[config.mk]
export PLATFORM = sky130hd
export DESIGN_NAME = mem_stream_reader_flat
export DESIGN_NICKNAME = d
export VERILOG_FILES = /design/src/rtl/mem_stream_reader_pkg.sv /design/src/rtl/mem_stream_reader_if.sv /design/src/rtl/mem_stream_reader_fifo.sv /design/src/rtl/mem_stream_reader.sv /design/src/flat_wrapper.sv
export SDC_FILE = /design/constraint.sdc
export NUM_CORES = 1
export LEC_CHECK = 0
export CORE_MARGIN = 2
export CORE_UTILIZATION = 30
export DETAILED_ROUTE_END_ITERATION = 12
export GPL_TIMING_DRIVEN = 0
export PLACE_DENSITY = 0.57
export SLEW_MARGIN = 20
export SYNTH_ARGS = -nofsm -noshare
export SYNTH_HDL_FRONTEND = slang
export SYNTH_SLANG_ARGS = --single-unit
[constraint.sdc]
create_clock -name clock -period 2 [get_ports clock]
set_input_delay 0.4 -clock clock [delete_from_list [all_inputs] [get_ports clock]]
set_output_delay 0.4 -clock clock [all_outputs]
set_load 0.05 [all_outputs]
[src/rtl/mem_stream_reader_pkg.sv]
// Shared types and constants for the memory stream reader.
package mem_stream_pkg;

  typedef enum logic [1:0] {
    IDLE  = 2'd0,
    READ  = 2'd1,
    DRAIN = 2'd2
  } state_e;

  // Entries in the output FIFO; also the cap on FIFO occupancy plus reads in flight.
  localparam int unsigned FIFO_DEPTH = 4;

  // Reads in flight: address-register stage plus RAM output stage.
  localparam int unsigned MAX_INFLIGHT = 2;

endpackage

[src/rtl/mem_stream_reader_if.sv]
// RAM read port and output stream of the memory stream reader.
interface mem_stream_reader_if #(
  parameter int unsigned WIDTH = 8,
  parameter int unsigned AW    = 6
);

  logic [AW-1:0]    mem_address;
  logic             mem_wr_en;
  logic [WIDTH-1:0] mem_data;
  logic [WIDTH-1:0] mem_q;
  logic [WIDTH-1:0] out_data;
  logic             out_valid;
  logic             out_ready;

  modport master (
    output mem_address, mem_wr_en, mem_data, out_data, out_valid,
    input  mem_q, out_ready
  );

  modport slave (
    input  mem_address, mem_wr_en, mem_data, out_data, out_valid,
    output mem_q, out_ready
  );

endinterface

[src/rtl/mem_stream_reader_fifo.sv]
// Small synchronous FIFO buffering RAM read data ahead of the output stream.
module stream_fifo
  import mem_stream_pkg::*;
#(
  parameter  int unsigned WIDTH = 8,
  parameter  int unsigned DEPTH = FIFO_DEPTH,
  localparam int unsigned PW    = (DEPTH > 1) ? $clog2(DEPTH) : 1,
  localparam int unsigned CW    = $clog2(DEPTH + 1)
) (
  input  logic             clk_i,
  input  logic             rst_ni,
  input  logic             push_i,
  input  logic [WIDTH-1:0] data_i,
  input  logic             pop_i,
  output logic [WIDTH-1:0] data_o,
  output logic             empty_o,
  output logic [CW-1:0]    count_o
);

  logic [WIDTH-1:0] store_q [DEPTH];
  logic [PW-1:0]    wr_ptr_q, wr_ptr_d;
  logic [PW-1:0]    rd_ptr_q, rd_ptr_d;
  logic [CW-1:0]    count_q, count_d;
  logic             do_push, do_pop;

  function automatic logic [PW-1:0] ptr_inc(input logic [PW-1:0] p);
    return (p == PW'(DEPTH - 1)) ? '0 : p + 1'b1;
  endfunction

  // Qualify push/pop against occupancy and compute next pointers/count.
  always_comb begin
    do_pop   = pop_i && (count_q != '0);
    do_push  = push_i && ((count_q != CW'(DEPTH)) || do_pop);
    wr_ptr_d = do_push ? ptr_inc(wr_ptr_q) : wr_ptr_q;
    rd_ptr_d = do_pop  ? ptr_inc(rd_ptr_q) : rd_ptr_q;
    count_d  = count_q + CW'(do_push) - CW'(do_pop);
  end

  // Pointer and occupancy registers.
  always_ff @(posedge clk_i or negedge rst_ni) begin
    if (!rst_ni) begin
      wr_ptr_q <= '0;
      rd_ptr_q <= '0;
      count_q  <= '0;
    end else begin
      wr_ptr_q <= wr_ptr_d;
      rd_ptr_q <= rd_ptr_d;
      count_q  <= count_d;
    end
  end

  // Storage array; contents need no reset since occupancy gates visibility.
  always_ff @(posedge clk_i) begin
    if (do_push) store_q[wr_ptr_q] <= data_i;
  end

  assign data_o  = store_q[rd_ptr_q];
  assign empty_o = (count_q == '0);
  assign count_o = count_q;

endmodule

[src/rtl/mem_stream_reader.sv]
// Reads a block of words from a single-port RAM and streams them out in address order.
module mem_stream_reader
  import mem_stream_pkg::*;
#(
  parameter  int unsigned WIDTH = 8,
  parameter  int unsigned DEPTH = 64,
  localparam int unsigned AW    = $clog2(DEPTH)
) (
  input  logic          clock,
  input  logic          rst_n,
  input  logic          start,
  input  logic [AW-1:0] base_addr,
  input  logic [AW:0]   length,
  output logic          busy,
  output logic          done,
  mem_stream_reader_if.master bus
);

  localparam int unsigned CW = $clog2(FIFO_DEPTH + 1);

  state_e                  state_q, state_d;
  logic [AW-1:0]           addr_q, addr_d;
  logic [AW-1:0]           mem_addr_q, mem_addr_d;
  logic [AW:0]             remain_q, remain_d;
  logic [MAX_INFLIGHT-1:0] pipe_q;
  logic                    done_q, done_d;
  logic                    issue;
  logic [AW:0]             len_eff;
  logic [3:0]              occupancy;
  logic                    room;
  logic [CW-1:0]           fifo_count;
  logic                    fifo_empty;
  logic                    pop;

  function automatic logic [AW-1:0] next_addr(input logic [AW-1:0] a);
    return (a == AW'(DEPTH - 1)) ? '0 : a + 1'b1;
  endfunction

  assign len_eff   = (length > (AW+1)'(DEPTH)) ? (AW+1)'(DEPTH) : length;
  assign occupancy = 4'(fifo_count) + 4'($countones(pipe_q));
  assign room      = occupancy < 4'(FIFO_DEPTH);
  assign pop       = !fifo_empty && bus.out_ready;

  // Next-state logic; the accepted start itself issues the first read so the
  // first beat lands two cycles after the start edge.
  always_comb begin
    state_d    = state_q;
    addr_d     = addr_q;
    mem_addr_d = mem_addr_q;
    remain_d   = remain_q;
    done_d     = 1'b0;
    issue      = 1'b0;
    unique case (state_q)
      IDLE: begin
        if (start) begin
          if (len_eff == '0) begin
            done_d = 1'b1;
          end else begin
            issue      = 1'b1;
            mem_addr_d = base_addr;
            addr_d     = next_addr(base_addr);
            remain_d   = len_eff - 1'b1;
            state_d    = READ;
          end
        end
      end
      READ: begin
        if (remain_q == '0) begin
          state_d = DRAIN;
        end else if (room) begin
          issue      = 1'b1;
          mem_addr_d = addr_q;
          addr_d     = next_addr(addr_q);
          remain_d   = remain_q - 1'b1;
          if (remain_q == (AW+1)'(1)) state_d = DRAIN;
        end
      end
      DRAIN: begin
        if (pop && (fifo_count == CW'(1)) && (pipe_q == '0)) begin
          state_d = IDLE;
          done_d  = 1'b1;
        end
      end
      default: state_d = IDLE;
    endcase
  end

  // Control and address registers.
  always_ff @(posedge clock or negedge rst_n) begin
    if (!rst_n) begin
      state_q    <= IDLE;
      addr_q     <= '0;
      mem_addr_q <= '0;
      remain_q   <= '0;
      pipe_q     <= '0;
      done_q     <= 1'b0;
    end else begin
      state_q    <= state_d;
      addr_q     <= addr_d;
      mem_addr_q <= mem_addr_d;
      remain_q   <= remain_d;
      pipe_q     <= {pipe_q[MAX_INFLIGHT-2:0], issue};
      done_q     <= done_d;
    end
  end

  stream_fifo #(
    .WIDTH (WIDTH),
    .DEPTH (FIFO_DEPTH)
  ) u_fifo (
    .clk_i   (clock),
    .rst_ni  (rst_n),
    .push_i  (pipe_q[MAX_INFLIGHT-1]),
    .data_i  (bus.mem_q),
    .pop_i   (pop),
    .data_o  (bus.out_data),
    .empty_o (fifo_empty),
    .count_o (fifo_count)
  );

  assign bus.mem_address = mem_addr_q;
  assign bus.mem_wr_en   = 1'b0;
  assign bus.mem_data    = '0;
  assign bus.out_valid   = !fifo_empty;
  assign busy            = (state_q != IDLE);
  assign done            = done_q;

endmodule

[src/flat_wrapper.sv]
// flat-port wrapper written by rule: the top's interface ports become plain ports
module mem_stream_reader_flat import mem_stream_pkg::*;
#(
  parameter  int unsigned WIDTH = 8,
  parameter  int unsigned DEPTH = 64,
  localparam int unsigned AW    = $clog2(DEPTH)
)
  (clock, rst_n, start, base_addr, length, busy, done, bus_mem_address, bus_mem_wr_en, bus_mem_data, bus_out_data, bus_out_valid, bus_mem_q, bus_out_ready);
  mem_stream_reader_if #(.WIDTH(WIDTH), .AW((6))) bus_i ();
  input  logic clock;
  input  logic rst_n;
  input  logic start;
  input  logic [AW-1:0] base_addr;
  input  logic [AW:0] length;
  output logic busy;
  output logic done;
  output wire logic [$bits(bus_i.mem_address)-1:0] bus_mem_address;
  output wire logic [$bits(bus_i.mem_wr_en)-1:0] bus_mem_wr_en;
  output wire logic [$bits(bus_i.mem_data)-1:0] bus_mem_data;
  output wire logic [$bits(bus_i.out_data)-1:0] bus_out_data;
  output wire logic [$bits(bus_i.out_valid)-1:0] bus_out_valid;
  input wire logic [$bits(bus_i.mem_q)-1:0] bus_mem_q;
  input wire logic [$bits(bus_i.out_ready)-1:0] bus_out_ready;
  assign bus_mem_address = bus_i.mem_address;
  assign bus_mem_wr_en = bus_i.mem_wr_en;
  assign bus_mem_data = bus_i.mem_data;
  assign bus_out_data = bus_i.out_data;
  assign bus_out_valid = bus_i.out_valid;
  assign bus_i.mem_q = bus_mem_q;
  assign bus_i.out_ready = bus_out_ready;
  mem_stream_reader #(.WIDTH(WIDTH), .DEPTH(DEPTH)) u_core (.clock(clock), .rst_n(rst_n), .start(start), .base_addr(base_addr), .length(length), .busy(busy), .done(done), .bus(bus_i));
endmodule
==> flow_metrics.tcl <==
set metrics [dict create \
    status "finished with violations" \
    violations "negative setup slack" \
    cp-start-kind "flip-flop" \
    async_reset_ff_frac 0.4921 \
    muxShareOfSynthArea 0.08369 \
    reg2reg_setup_slack_ns -0.05 \
    hold-worst-slack_ns 0.4801 \
    clockPowerShare 0.140 \
    setup_ws_ns -0.05461 \
    synth_top_family_by_area "simple AND/OR/NAND/NOR gates" \
    cts_tree "built" \
    antenna_cells 0 \
    antenna_found_initial 0 \
    path_clk_slew_ns 0.07 \
    setup_tns_ns -0.1989 \
    hold_violations 0 \
    cts_root_buf "clkbuf_8" \
    synthCells 279 \
    grt_setup_unrepaired "true" \
    critPathCaptureType "flip-flop" \
    clock_sinks 63 \
    drc 0 \
    die_y_um 108.2 \
    synth_seq_area_share 0.5328 \
    num_vias 2339 \
    synth_fa_ha_area_frac 0.06372 \
    synthXorXnorAreaFrac 0.02150 \
    final_util 0.4040 \
    max-slew-margin-rel 0.6520 \
    placedInstanceArea_mm2 0.003910 \
    grt_pass1_vias 2268 \
    yosysUniqueCellTypes 49 \
    power_leakage_nw 1.689 \
    port_buffers 41 \
    wl_mm 6.848 \
    timing.fmax_mhz 486.7 \
    syn2layout_area_growth_pct 32.59 \
    die_w_um 108.2 \
    crit_fanout 6 \
    slowest_stage "dfrtp_1" \
    pre_cts_ws_ns -0.7070 \
    grt_use_total 0.1247 \
    yosys.area_share.simple 0.1313 \
    p_int_mw 4.049 \
    grt_pass1_wl_mm 11.18 \
    r2r_cells 7 \
    r2r-start "u_core.pipe_q[1]" \
    seq_area_mm2 0.001744 \
    worst_slew_pin_slew_ns 0.5220 \
    dieArea_mm2 0.01171 \
    yosysWarnings 0 \
    drt-initial-drc-count 69 \
    vias_per_cell 4.735 \
    grt_overflow 0 \
    cts_buffers 9 \
    drtAntennaViolNets 0 \
    comb_power_share 0.551 \
    clock_latency_ns 0.35 \
    syn-cell-area_mm2 0.003259 \
    io_pins 51 \
    max-vdd-ir-drop_mv 0.7618 \
    multi_input_area_mm2 0.001503 \
    slowest_delay_ns 0.40 \
    path_class "reg -> reg" \
    p_per_area_mw_per_mm2 1668 \
    drive_above_1_share 0.2542 \
    htreeDepth 3 \
    period_share 1.027 \
    path_cells "ha_2 > ha_4 > a311oi_4 > o211ai_4 > a21oi_4 > a21bo_1 > a22o_1" \
    p_sw_mw 3.158 \
    stdcell_area_mm2 0.004322 \
    grt_max_degree 22 \
    rows 38 \
    avgRoutedWirePerCell_um 13.86 \
    finalSetupViolations 11 \
    finalClockSkew_ns 0.009337 \
    swShare 0.4382 \
    final_nets 390 \
    routabilityCongestion 0.8159 \
    synthFlopType "edfxtp_1" \
    nFillCells 1017 \
    critPathArrivalTime_ns 2.29 \
    syn_area_per_cell_um2 11.68 \
    cap_violations 0 \
    timing.rr.end "u_core.addr_q[3]" \
    dr.pass1.iters 4 \
    synth_enable_flop_cells 32 \
    ys_seq_elements 63 \
    p_seq_frac 0.310 \
    cp.required_ns 2.24 \
    hpwlAfterDp_mm 4.664 \
    start_util 0.3047 \
    drv_slew 0 \
    synth-compound-area-share 0.1179 \
    period_needed_ns 2.055 \
    design.core.area_mm2 0.01070 \
    hp-class "in -> async" \
    clockBufferDepth 2 \
]
-- Yosys cell counts, drive strengths merged, types with 2 or more instances --
cell type,count,share of area
nand2,15,0.017
xor2,4,0.011
inv,11,0.013
a221oi,2,0.0054
buf,17,0.033
o311ai,2,0.0054
edfxtp,32,0.29
xnor2,4,0.011
mux4,8,0.055
o21ai,16,0.025
nor3b,2,0.0046
a22o,2,0.0054
nand3,9,0.014
dfrtp,31,0.24
mux2,2,0.0069
nor3,6,0.0092
nor2,23,0.026
or3,5,0.0096
nand2b,7,0.013
a21o,3,0.0069
ha,15,0.058
clkbuf,2,0.0023
nor4,2,0.0038
or4,2,0.0046
or2,2,0.0038
and2,6,0.012
o211ai,3,0.0084
mux2i,7,0.021
nor2b,3,0.0058
a21oi,22,0.037
-- worst max-delay path by stage --
stage / startpoint / end / depth (start not counted)
after floorplan: u_core.u_fifo.count_o[0] / u_core.u_fifo.count_o[1] / 8
after global placement: length[6] / u_core.addr_q[0] / 8
after CTS: u_core.pipe_q[1] / u_core.addr_q[3] / 7
after detailed placement: length[6] / u_core.bus.mem_address[2] / 9
after global routing: u_core.pipe_q[1] / u_core.addr_q[3] / 7
final: u_core.pipe_q[1] / u_core.addr_q[3] / 7
-- placed cells by master, fill, tap and decap left out, types with 3 or more instances in the layout --
cell type | synthesis | layout
a21o_1 | 3 | 3
a21oi_1 | 21 | 19
and2_1 | 6 | 6
buf_2 | 5 | 4
buf_4 | 10 | 19
buf_6 | 0 | 11
clkbuf_8 | 0 | 9
clkdlybuf4s50_1 | 0 | 28
conb_1 | 1 | 9
dfrtp_1 | 31 | 25
dfrtp_2 | 0 | 6
edfxtp_1 | 32 | 32
ha_1 | 15 | 11
ha_4 | 0 | 3
inv_1 | 11 | 10
mux2i_1 | 7 | 7
mux4_2 | 8 | 8
nand2_1 | 15 | 14
nand2b_1 | 7 | 6
nand3_1 | 9 | 9
nor2_1 | 23 | 21
nor2b_1 | 3 | 3
nor3_1 | 6 | 6
o21ai_0 | 16 | 15
or3_1 | 5 | 4
xnor2_1 | 4 | 4
xor2_1 | 4 | 4
-- cells by family (layout without fill, tap and decap cells) --
logic type / count (synthesis) / after routing
and+or+nand+nor: 85 / 85
DFF: 63 / 63
AOI/OAI and AO/OA: 59 / 59
buffers and inverters: 30 / 97
muxes: 17 / 17
adders and majority gates: 16 / 16
xor gates and xnor gates: 8 / 8
other: 1 / 9
-- flip-flops by register name, indices dropped and copies added, names as in the netlist --
name                    flops
u_core.bus.mem_address      6
u_core.done                 1
u_core.u_fifo.wr_ptr_q      2
u_core.addr_q               6
u_core.u_fifo.count_o       3
u_core.pipe_q               2
u_core.u_fifo.rd_ptr_q      2
u_core.state_q              2
u_core.remain_q             7
u_core.u_fifo.store_q      32
-- area by class of cell --
type,instances,area share
Sequential cell,63,0.4036
Multi-Input combinational cell,194,0.3477
Timing Repair Buffer,53,0.1257
Tap cell,140,0.04053
Buffer,17,0.03098
Clock buffer,9,0.02866
Clock inverter,7,0.01332
Inverter,11,0.009554
-- worst max-delay path: cells and delay by family, from the launching register on --
kind            cells  cell delay (ns)
compound gates      5             1.12
fa+ha+maj           2             0.42
flops               1             0.40
-- power groups by stage --
stage                     sequential, mW  combinational, mW  clock (mW)
after floorplan                     2.31               2.37           0
after global placement              2.17               3.43           0
after detailed placement            2.18               3.49           0
after CTS                           2.22               3.73        1.04
after global routing                2.30               4.33        1.10
final                               2.23               3.97        1.01
-- layer usage --
metal  wire length, um  global-route usage  vias up
li1                  -                   -     1144
met1              2993              0.1510     1129
met2              3432              0.2107       57
met3               343             0.04340        9
met4                79             0.03571        0
met5                 0                   0        -
-- repair_timing --
action	in CTS	in global routing
setup buffers	7	2
endpoints found under the setup margin	31	31
pin swaps	5	9
hold buffers	1	0
hold endpoints to repair	10	0
gates cloned	0	1
resized for setup	85	18
-- stage by stage --
| stage | power, mW | std cells |
|---|---|---|
| after floorplan | 4.675 | 287 |
| after global placement | 5.598 | 468 |
| after detailed placement | 5.667 | 469 |
| after CTS | 6.991 | 491 |
| after global routing | 7.730 | 494 |
| final | 7.207 | 494 |
No activity file was read; power rests on OpenSTA's default activity.
